`src/rtl/conv_scan_ctrl_pkg.sv`:
```
// Shared frame geometry defaults and sizing helpers for the convolution scan controller.
package conv_scan_ctrl_pkg;
   localparam int IMG_W_DEF = 320;
   localparam int IMG_H_DEF = 240;
   localparam int AW_DEF    = 17;

   // Counter width for values 0..n-1, never narrower than one bit.
   function automatic int cnt_width(input int n);
      return (n <= 2) ? 1 : $clog2(n);
   endfunction
endpackage

```
`src/rtl/conv_scan_ctrl_scan_counter.sv`:
```
// Raster-order x/y counters plus a running linear address, so no y*IMG_W multiply is needed.
module scan_counter
   import conv_scan_ctrl_pkg::*;
#(
   parameter int IMG_W = IMG_W_DEF,
   parameter int IMG_H = IMG_H_DEF,
   parameter int AW    = AW_DEF
) (
   input  logic          clk,
   input  logic          rst_n,
   input  logic          clear,
   input  logic          en,
   output logic [AW-1:0] addr,
   output logic          last_px,
   output logic          edge_px
);
   localparam int XW = cnt_width(IMG_W);
   localparam int YW = cnt_width(IMG_H);
   localparam logic [XW-1:0] X_MAX = XW'(IMG_W - 1);
   localparam logic [YW-1:0] Y_MAX = YW'(IMG_H - 1);

   logic [XW-1:0] x;
   logic [YW-1:0] y;

   assign last_px = (x == X_MAX) && (y == Y_MAX);
   assign edge_px = (x == '0) || (x == X_MAX) || (y == '0) || (y == Y_MAX);

   always_ff @(posedge clk or negedge rst_n) begin
      if (!rst_n) begin
         x    <= '0;
         y    <= '0;
         addr <= '0;
      end else if (clear) begin
         x    <= '0;
         y    <= '0;
         addr <= '0;
      end else if (en) begin
         // The linear address follows x one-for-one and returns to 0 after the final pixel.
         addr <= last_px ? '0 : addr + AW'(1);
         if (x == X_MAX) begin
            x <= '0;
            y <= (y == Y_MAX) ? '0 : y + YW'(1);
         end else begin
            x <= x + XW'(1);
         end
      end
   end
endmodule

```
`src/rtl/conv_scan_ctrl.sv`:
```
// Walks the processing buffer in raster order and issues one-cycle-latency ALU writes to the frame buffer.
module conv_scan_ctrl
   import conv_scan_ctrl_pkg::*;
#(
   parameter int IMG_W = IMG_W_DEF,
   parameter int IMG_H = IMG_H_DEF,
   parameter int AW    = AW_DEF
) (
   input  logic          CLK100MHZ,
   input  logic          rst_n,
   input  logic          frame_start,
   input  logic          stall,
   output logic [AW-1:0] raddr_alu,
   output logic [AW-1:0] waddr_alu,
   output logic          wen_alu,
   output logic          border,
   output logic          busy,
   output logic          done,
   output logic [1:0]    state_dbg
);
   typedef enum logic [1:0] {
      IDLE    = 2'd0,
      SCAN    = 2'd1,
      DRAIN   = 2'd2,
      DONE_ST = 2'd3
   } state_t;

   if (longint'(IMG_W) * longint'(IMG_H) > (longint'(1) << AW)) begin : g_size_chk
      $error("conv_scan_ctrl: IMG_W*IMG_H does not fit in AW address bits");
   end

   state_t        state, state_n;
   logic [AW-1:0] addr;
   logic          last_px, edge_px, issue, clear;
   logic          wen_q, border_q;
   logic [AW-1:0] waddr_q;

   // Handshake: an address issues only in SCAN with stall low; stall holds every register in place.
   assign issue = (state == SCAN) && !stall;
   assign clear = (state == IDLE) && frame_start;

   scan_counter #(.IMG_W(IMG_W), .IMG_H(IMG_H), .AW(AW)) u_scan_counter (
      .clk     (CLK100MHZ),
      .rst_n   (rst_n),
      .clear   (clear),
      .en      (issue),
      .addr    (addr),
      .last_px (last_px),
      .edge_px (edge_px)
   );

   always_ff @(posedge CLK100MHZ or negedge rst_n) begin
      if (!rst_n) state <= IDLE;
      else        state <= state_n;
   end

   always_comb begin
      state_n = state;
      case (state)
         IDLE:    if (frame_start) state_n = SCAN;
         SCAN:    if (issue && last_px) state_n = DRAIN;
         DRAIN:   if (!stall) state_n = DONE_ST;
         DONE_ST: state_n = IDLE;
         default: state_n = IDLE;
      endcase
   end

   // One-stage read pipeline: the write for an address lands the cycle after it issues.
   always_ff @(posedge CLK100MHZ or negedge rst_n) begin
      if (!rst_n) begin
         wen_q    <= 1'b0;
         waddr_q  <= '0;
         border_q <= 1'b0;
      end else if (!stall) begin
         wen_q <= issue;
         if (issue) begin
            waddr_q  <= addr;
            border_q <= edge_px;
         end
      end
   end

   assign raddr_alu = addr;
   assign waddr_alu = waddr_q;
   assign wen_alu   = wen_q && !stall;
   assign border    = border_q && wen_alu;
   assign busy      = (state != IDLE);
   assign done      = (state == DONE_ST);
   assign state_dbg = state;
endmodule

```
`config.mk`:
```
export PLATFORM = sky130hd
export DESIGN_NAME = conv_scan_ctrl
export DESIGN_NICKNAME = d
export VERILOG_FILES = /design/src/rtl/conv_scan_ctrl_pkg.sv /design/src/rtl/conv_scan_ctrl_scan_counter.sv /design/src/rtl/conv_scan_ctrl.sv
export SDC_FILE = /design/constraint.sdc
export NUM_CORES = 1
export LEC_CHECK = 0
export CAP_MARGIN = 20
export CORE_MARGIN = 3
export CORE_UTILIZATION = 45
export DETAILED_ROUTE_END_ITERATION = 10
export PLACE_DENSITY = 0.67
export SETUP_SLACK_MARGIN = 0.15
export SLEW_MARGIN = 25
export SYNTH_ARGS = -nofsm -noshare
export SYNTH_HDL_FRONTEND = slang
export SYNTH_SLANG_ARGS = --single-unit
export TNS_END_PERCENT = 100
```
`constraint.sdc`:
```
create_clock -name CLK100MHZ -period 2.45 [get_ports CLK100MHZ]
set_input_delay 0.245 -clock CLK100MHZ [delete_from_list [all_inputs] [get_ports CLK100MHZ]]
set_output_delay 0.245 -clock CLK100MHZ [all_outputs]
set_load 0.01 [all_outputs]
```
; ---- Word level (Yosys, flattened, before mapping)
; Index checks and enable logic that the tools add are counted.
; Widths: inputs -> output; s select.
[word_totals]
regBits = 55
in_bits = 4
wordCells = 52
out_inout_bits = 40
[op_classes]
reduce_logical = 19
n_bitwise = 1
muxes = 14
eq_ne = 8
addsub = 3
[ops]
columns = operator, count
row1 = $mux 17, 3
row2 = $mux 8, 4
row3 = $mux 9, 3
row4 = $add 17x1->17 const B, 1
row5 = $add 9x1->9 const B, 1
row6 = $eq 9x9->1 const B, 1
row7 = $logic_not 9->1, 1
row8 = $add 8x1->8 const B, 1
row9 = $eq 8x8->1 const B, 1
row10 = $logic_not 8->1, 1
row11 = $pmux 2 s4, 1
row12 = $logic_and 1x1->1, 6
row13 = $mux 2, 3
row14 = $reduce_bool 2->1, 3
row15 = $eq 2x2->1 const B, 2
row16 = $ne 2x2->1 const B, 2
row17 = $reduce_and 2->1, 2
row18 = $logic_or 1x1->1, 3
row19 = $reduce_and 3->1, 1
row20 = $eq 2x1->1 const B, 1
row21 = $logic_not 2->1, 1
row22 = $ne 2x1->1 const B, 1
row23 = $logic_not 1->1, 1
row24 = $not 1->1, 1

; ---- Depth between registers and ports, before layout
; Gate-level depths: netlist (run 1).
[depth]
word_depth = 5
depth_mapped = 8
depth_no_buf = 6

; ---- By module
; A second synthesis (run 1) with hierarchy kept.
[unflattened]
hier_cells = 263
area_unflattened_um2 = 2876.5
[by_module_without_submodules]
columns = module, instances, seq_area_each_um2, area_each_um2, cells_per_inst
row1 = scan_counter, 1, 850.8, 1905.6, 204
row2 = conv_scan_ctrl, 1, 525.5, 970.9, 59

; ---- Worst setup path after synthesis (run 1)
; Ideal clock, no wire load.
[synth_path]
path_type = reg2reg
from = reg state[0] (netlist: state_dbg[0])
to = reg u_scan_counter.addr[12]
path_stages_with_launch = 8
t_required_ns = 2.373
arrival_time_ns = 1.825
setup_slack_ns = 0.547
path_buffers = 1
period_less_slack_ns = 1.903
setup_ns = 0.077
path_cell_list = dfrtp_1 > inv_1 > ha_1 > and2_1 > clkbuf_1 > nor2_1 > or4_1 > a21oi_1
[synth_via]
elab_chain_cells = 3
word_cells_on_any_way = 6
classes_between = eq/ne: 1 / mux: 1 / reduce/logical: 4
[synth_rtl]
columns = element, line_no
row1 = "start, declared", conv_scan_ctrl.sv:32  ; state_t state, state_n;
row2 = "start signal, assigned", conv_scan_ctrl.sv:54  ; else state <= state_n;
row3 = $eq 2x1->1 / $logic_not 2->1 (equally long branches), "conv_scan_ctrl.sv:39, conv_scan_ctrl.sv:40"
row4 = "$logic_and 1x1->1, on equally long branches", "conv_scan_ctrl.sv:39, conv_scan_ctrl.sv:40"
row5 = $reduce_bool 2->1 (no source line) / $mux 17 (equally long branches), n/a
row6 = "end signal, assigned", conv_scan_ctrl_scan_counter.sv:39  ; addr <= last_px ? '0 : addr + AW'(1);
row7 = "end, declared", conv_scan_ctrl_scan_counter.sv:13  ; output logic [AW-1:0] addr,
; Several ways; a longest one is shown, not always the timed one.
; A chain may end at the register's enable or synchronous reset.

; ---- Worst setup path after layout (run 1)
[layout_path]
from = reg state[1] (netlist: state_dbg[1])
to = reg u_scan_counter.addr[10]
; Same word-level chain as after synthesis.

==> summary.txt, run 1 <==
Timing
  • Least-Margin Pin Slew: 0.572 ns
  • FMAX: 0.470 GHz
  • Fin crit period: 2.13 ns
  • Finish-stage setup viols: 0
  • Worst rel slew slack: 60.8%
  • Total negative slack: 0 ns
  • Unrepaired setup endpoints after global routing: no
  • Slew Viols, Final: 0
  • Clk_skew: 0.00316 ns
  • Final Hold Violating Endpoints: 0
  • Period utilization: 86.8%

Final layout
  • # fillers: 534
  • Number of antenna diodes: 0
  • Final #Nets: 379
  • Ratio of cells with drive above 1 in the final layout: 9.29%
  • Most frequent cells in the layout: nand2_1, dfrtp_1, clkdlybuf4s50_1
  • Core Util, Final: 60.0%
  • Area delta synth->final: 25.3%
  • Commonest non-fill, non-tap cell in the layout: nand2_1

Drt
  • Routed len/inst: 15.5 microns
  • Wirelength, routed: 6.86 mm
  • Routed Antenna Nets: 0
  • Detailed Routing Iterations Pass 1: 4
  • Residual DRC: 0
  • Initial DRC count: 198
  • Via/cell ratio: 5.71
  • Routed via count: 2518

Clock network
  • Setup bufs post-CTS: 0
  • TritonCTS clock tree: done
  • Clock Pin Slew Worst Setup and Hold Paths: 0.10 ns
  • H-tree lvl count: 2
  • Clock buffer count from CTS: 5
  • Clock Path Buffers: 2
  • Clock sink count: 55
  • Clock latency on the worst-skew pair: 0.31 ns
  • Clk root buf: clkbuf_8

Pwr
  • Power Density: 654 mW/mm^2
  • Sw power: 0.000708 W
  • Clock network power share: 29.5%
  • Combinational share of power: 21.4%
  • Sequential power share: 49.1%
  • Switching fraction of total power: 29.5%
  • Internal power: 0.00170 W
  • Worst vdd ir: 0.000450 V
  • Static leakage: 1.63 nW

Setup path
  • Crit-path max FO: 11
  • Worst Setup SP: state_dbg[1]
  • Reg2Reg Depth: 6
  • Setup crit end kind: flop
  • Crit path launch type: flop
  • WS Path Type: flop to flop
  • WP data arrival: 2.32 ns
  • RR Startpoint: state_dbg[1]
  • Setup crit end: u_scan_counter.addr[10]
  • Worst R2R Setup Slack: 0.32 ns
  • Reg-to-Reg End: u_scan_counter.addr[10]
  • Worst endpoint required time: 2.64 ns

Floorplanning
  • IO Pins: 44
  • Core area: 0.00613 sq mm
  • Initial Util: 47.9%
  • Core Rows: 28
  • Die Area: 0.00752 sq mm
  • Chip height: 86.7 microns
  • Chip width: 86.7 microns

Logic synthesis
  • Top_reg_cell synth: dfrtp_1
  • FFs w/ async S/R, synth: 100%
  • Fraction of the yosys area taken by sequential cells: 46.9%
  • Syn Std Cell Area: 0.00293 sq mm
  • Synth warn: 0
  • Syn Inst Count: 316
  • Netlist cell types: 50
  • Mean Syn Cell Area: 9.29 sq um
  • Number of synthesized flops with an enable pin: 0
  • Syn nets: 330
  • #FFs+latches synth: 55

Global route
  • Gr busiest metal: met1
  • First-pass GRT wire length: 11.6 mm
  • Met1 Resource Use GR: 28.6%
  • Vias in the first global route: 2375
  • GRT Overall Usage: 19.7%
  • Largest net degree at the start of global routing: 41
  • Initial antenna violation count: 0
  • Met3 Resource Use GR: 4.75%
  • GRT overflow: 0
  • Met2 GRT Util: 28.4%

Placed design
  • Final HPWL DP: 4.94 mm
  • Placer congestion estimate: 0.838
  • PortBufs: 43

Run
  • Max-cap violations: 0

Status
  • Status: complete, no violations

Worst hold path
  • Tightest Hold Check Type: primary input to asynchronous set/reset pin
## through the flow
stage	hold slack, ns	cells	cell area, sq um	power (W)	setup slack (ns)
after floorplan	-0.0506	316	2930	0.00144	0.547
after global placement	0.439	431	3500	0.00169	0.393
after detailed placement	0.432	431	3500	0.00170	0.313
after CTS	0.0858	439	3630	0.00241	0.274
after global routing	0.467	441	3680	0.00255	0.166
final	0.418	441	3680	0.00240	0.323
## worst max-delay path, cell delays in order, from the launching register on
cell and delay (ns):
dfrtp_1 0.44, inv_1 0.12, ha_1 0.23, nand2b_1 0.33
a2111oi_0 0.65, xnor2_1 0.20, nor2_1 0.05
## layer usage
layer  wire length (microns)  share of wire, %
met3                     422               6.2
met4                     123               1.8
met5                       0                 0
met1                    3280                48
met2                    3030                44
## synthesized netlist by cell type (all sizes together) (3+ instances only)
master | number | area share, %
ha | 10 | 4.3
nor2b | 4 | 0.85
a21oi | 12 | 2.0
xor2 | 5 | 1.5
nand4 | 9 | 2.6
nand3 | 15 | 2.6
a31oi | 6 | 1.8
nor4 | 6 | 1.3
nor3 | 3 | 0.51
or4 | 6 | 1.5
nor2 | 23 | 2.9
clkbuf | 10 | 1.3
buf | 6 | 0.98
nand4b | 5 | 1.5
dfrtp | 55 | 47
inv | 12 | 1.5
a211oi | 5 | 1.3
o2111ai | 4 | 1.2
a2111oi | 3 | 0.90
xnor2 | 9 | 2.7
o21ai | 10 | 1.7
nand2 | 70 | 9.0
o31ai | 3 | 0.77
## cell families after synthesis
kind of cell	synth area share (%)
simple gates	26.0
flops	46.9
compound gates	13.7
buf+inv	3.84
xor+xnor	4.18
fa+ha+maj	4.26
mux	1.07
## worst min-delay path by stage
stage,slack (ns),cells past startpoint,start,to
2_1_floorplan,-0.05,0,rst_n,border_q
3_3_place_gp,0.44,1,rst_n,u_scan_counter.y[5]
3_5_place_dp,0.43,1,rst_n,u_scan_counter.y[7]
4_1_cts,0.09,1,rst_n,u_scan_counter.y[7]
5_1_grt,0.47,2,rst_n,u_scan_counter.y[0]
6_report,0.42,2,rst_n,u_scan_counter.y[5]
## repair_timing
item                                   in CTS  in global routing
endpoints found under the hold margin       0                 18
hold buffers                                0                  1
setup endpoints to repair                   0                  5
gates resized for setup                     0                  2
## final cells by class
type	instances	area, sq um	area share (%)
clock buffers	6	72.6	1.97
flip-flops and latches	55	1380	37.4
repair buffers	58	573	15.6
inverters	12	45.0	1.22
well taps	75	93.8	2.55
clock inverters	2	60.1	1.63
multi-input cells	233	1460	39.6
## flip-flops by register name (all words and copies together) (netlist names)
signal               count
u_scan_counter.y         8
waddr_alu               17
u_scan_counter.addr     17
border_q                 1
state_dbg                2
wen_q                    1
u_scan_counter.x         9
## power groups by stage
stage / clock network (W) / logic [W] / registers (W)
after floorplan: 0 / 0.000251 / 0.00119
after global placement: 0 / 0.000501 / 0.00119
after detailed placement: 0 / 0.000507 / 0.00119
after CTS: 0.000722 / 0.000511 / 0.00118
after global routing: 0.000767 / 0.000579 / 0.00121
final: 0.000710 / 0.000514 / 0.00118
Power figures use the tool's default switching activity.
==> inputs of run 2 (changes only) <==
--- a/config.mk
+++ b/config.mk
@@ -8,6 +8,7 @@
 export CAP_MARGIN = 20
 export CORE_MARGIN = 3
 export CORE_UTILIZATION = 45
+export CTS_BUF_LIST = sky130_fd_sc_hd__clkbuf_4 sky130_fd_sc_hd__clkbuf_8
 export DETAILED_ROUTE_END_ITERATION = 10
 export PLACE_DENSITY = 0.67
 export SETUP_SLACK_MARGIN = 0.15
==> run 2 against run 1 <==
Sequential share of layout area about the same. Sequential power about the same. Design area grew 0.10%. Highest routed layer unchanged.
==> summary.txt, run 2 (synthesized netlist as in run 1, its figures left out) <==
Status
  • Status: complete, no violations

Timing
  • Unrepaired setup endpoints after global routing: no
  • Fin crit period: 2.13 ns
  • Period utilization: 86.8%
  • Total negative slack: 0 ns
  • Least-Margin Pin Slew: 0.572 ns
  • Clk_skew: 0.00316 ns
  • Final Hold Violating Endpoints: 0
  • FMAX: 0.470 GHz
  • Finish-stage setup viols: 0
  • Worst rel slew slack: 60.8%
  • Slew Viols, Final: 0
  • Hold Slack: 0.418 ns

Pwr
  • Static leakage: 1.63 nW
  • Power Density: 656 mW/mm^2
  • Worst vdd ir: 0.000450 V

Setup path
  • Crit path launch type: flop
  • Critical Path Max Stage Delay: 0.65 ns
  • Setup crit end kind: flop
  • Reg2Reg Depth: 6
  • Worst R2R Setup Slack: 0.32 ns
  • RR Startpoint: state_dbg[1]
  • WP data arrival: 2.32 ns
  • WS Path Type: flop to flop
  • Worst endpoint required time: 2.64 ns
  • Crit-path max FO: 11
  • CP max-delay cell: a2111oi_0
  • CP cell instances: inv_1, ha_1, nand2b_1, a2111oi_0, xnor2_1, nor2_1
  • Reg-to-Reg End: u_scan_counter.addr[10]

Final layout
  • Ratio of cells with drive above 1 in the final layout: 9.56%
  • Area delta synth->final: 25.5%
  • Commonest non-fill, non-tap cell in the layout: nand2_1
  • Final #Nets: 379
  • Number of antenna diodes: 0
  • Most frequent cells in the layout: nand2_1, dfrtp_1, clkdlybuf4s50_1

Floorplanning
  • Chip height: 86.7 microns
  • Chip width: 86.7 microns
  • IO Pins: 44
  • Core Rows: 28
  • Initial Util: 47.9%
  • Die Area: 0.00752 sq mm
  • Core area: 0.00613 sq mm

Placed design
  • Placer congestion estimate: 0.838
  • PortBufs: 43
  • Final HPWL DP: 4.94 mm

Drt
  • Routed Antenna Nets: 0
  • Via/cell ratio: 5.71
  • Detailed Routing Iterations Pass 1: 4
  • Wirelength, routed: 6.86 mm
  • Routed len/inst: 15.5 microns
  • Residual DRC: 0
  • Initial DRC count: 198
  • Routed via count: 2518

Global route
  • GRT Overall Usage: 19.7%
  • GRT overflow: 0
  • First-pass GRT wire length: 11.6 mm
  • Vias in the first global route: 2375
  • Largest net degree at the start of global routing: 41
  • Initial antenna violation count: 0

Clock network
  • Clock buffer count from CTS: 5
  • Setup bufs post-CTS: 0
  • Clk root buf: clkbuf_8
  • Clock Pin Slew Worst Setup and Hold Paths: 0.10 ns
  • Clock latency on the worst-skew pair: 0.31 ns
  • Clock sink count: 55
  • H-tree lvl count: 2
  • Clock Path Buffers: 2
  • TritonCTS clock tree: done

Worst hold path
  • Tightest Hold Check Type: primary input to asynchronous set/reset pin

Run
  • Max-cap violations: 0
[run 2: cell types whose count changed in the layout (fill, tap and decap cells not counted)]
cell      change
clkbuf_4      +1
clkbuf_1      -1
[run 2: through the flow]
stage	total power, W	worst slack, ns	instances	cell area [sq um]	utilization [%]
after floorplan	0.00144	0.547	316	2930	-
after global placement	0.00169	0.393	431	3500	57.1
after detailed placement	0.00170	0.313	431	3500	57.1
after CTS	0.00242	0.275	439	3630	59.3
after global routing	0.00256	0.166	441	3680	60.0
final	0.00242	0.323	441	3680	60.0
[run 2: area by class of cell]
| cell class | instances | area [sq um] |
|---|---|---|
| clock buffers | 6 | 76.3 |
| clock inverters | 2 | 60.1 |
| fillers | 532 | 2450 |
| inverters | 12 | 45.0 |
| multi-input cells | 233 | 1460 |
| flip-flops and latches | 55 | 1380 |
| well taps | 75 | 93.8 |
| repair buffers | 58 | 573 |
[run 2: layer usage]
layer	vias to the layer above	share of wire, %	GRT usage [%]
li1	1225	-	-
met1	1202	48	28.6
met2	79	44	28.4
met3	12	6.1	4.75
met4	0	1.8	7.37
met5	-	0	0
[run 2: timing repair]
| action | 4_1_cts | 5_1_grt |
|---|---|---|
| endpoints found under the setup margin | 0 | 5 |
| hold buffers | 0 | 1 |
| endpoints found under the hold margin | 0 | 18 |
| resized for setup | 0 | 2 |
[run 2: worst max path at each step]
stage / start / to / slack (ns)
after floorplan: state_dbg[0] / u_scan_counter.addr[12] / 0.55
after global placement: stall / u_scan_counter.addr[13] / 0.39
after detailed placement: stall / u_scan_counter.addr[13] / 0.31
after CTS: state_dbg[1] / u_scan_counter.addr[13] / 0.27
after global routing: state_dbg[1] / u_scan_counter.addr[10] / 0.17
final: state_dbg[1] / u_scan_counter.addr[10] / 0.32
[run 2: where the power goes]
part	internal, W	switching [W]	leakage (nW)
logic	0.000263	0.000251	0.854
registers	0.00102	0.000156	0.707
clock network	0.000420	0.000302	0.0688
total	0.00171	0.000708	1.63
[run 2: critical path: cells and delay by family, from the launching register on]
family / cells / cell delay, ns
buf+inv: 1 / 0.12
flops: 1 / 0.44
compound gates: 1 / 0.65
xor+xnor: 1 / 0.20
fa+ha+maj: 1 / 0.23
simple gates: 2 / 0.38
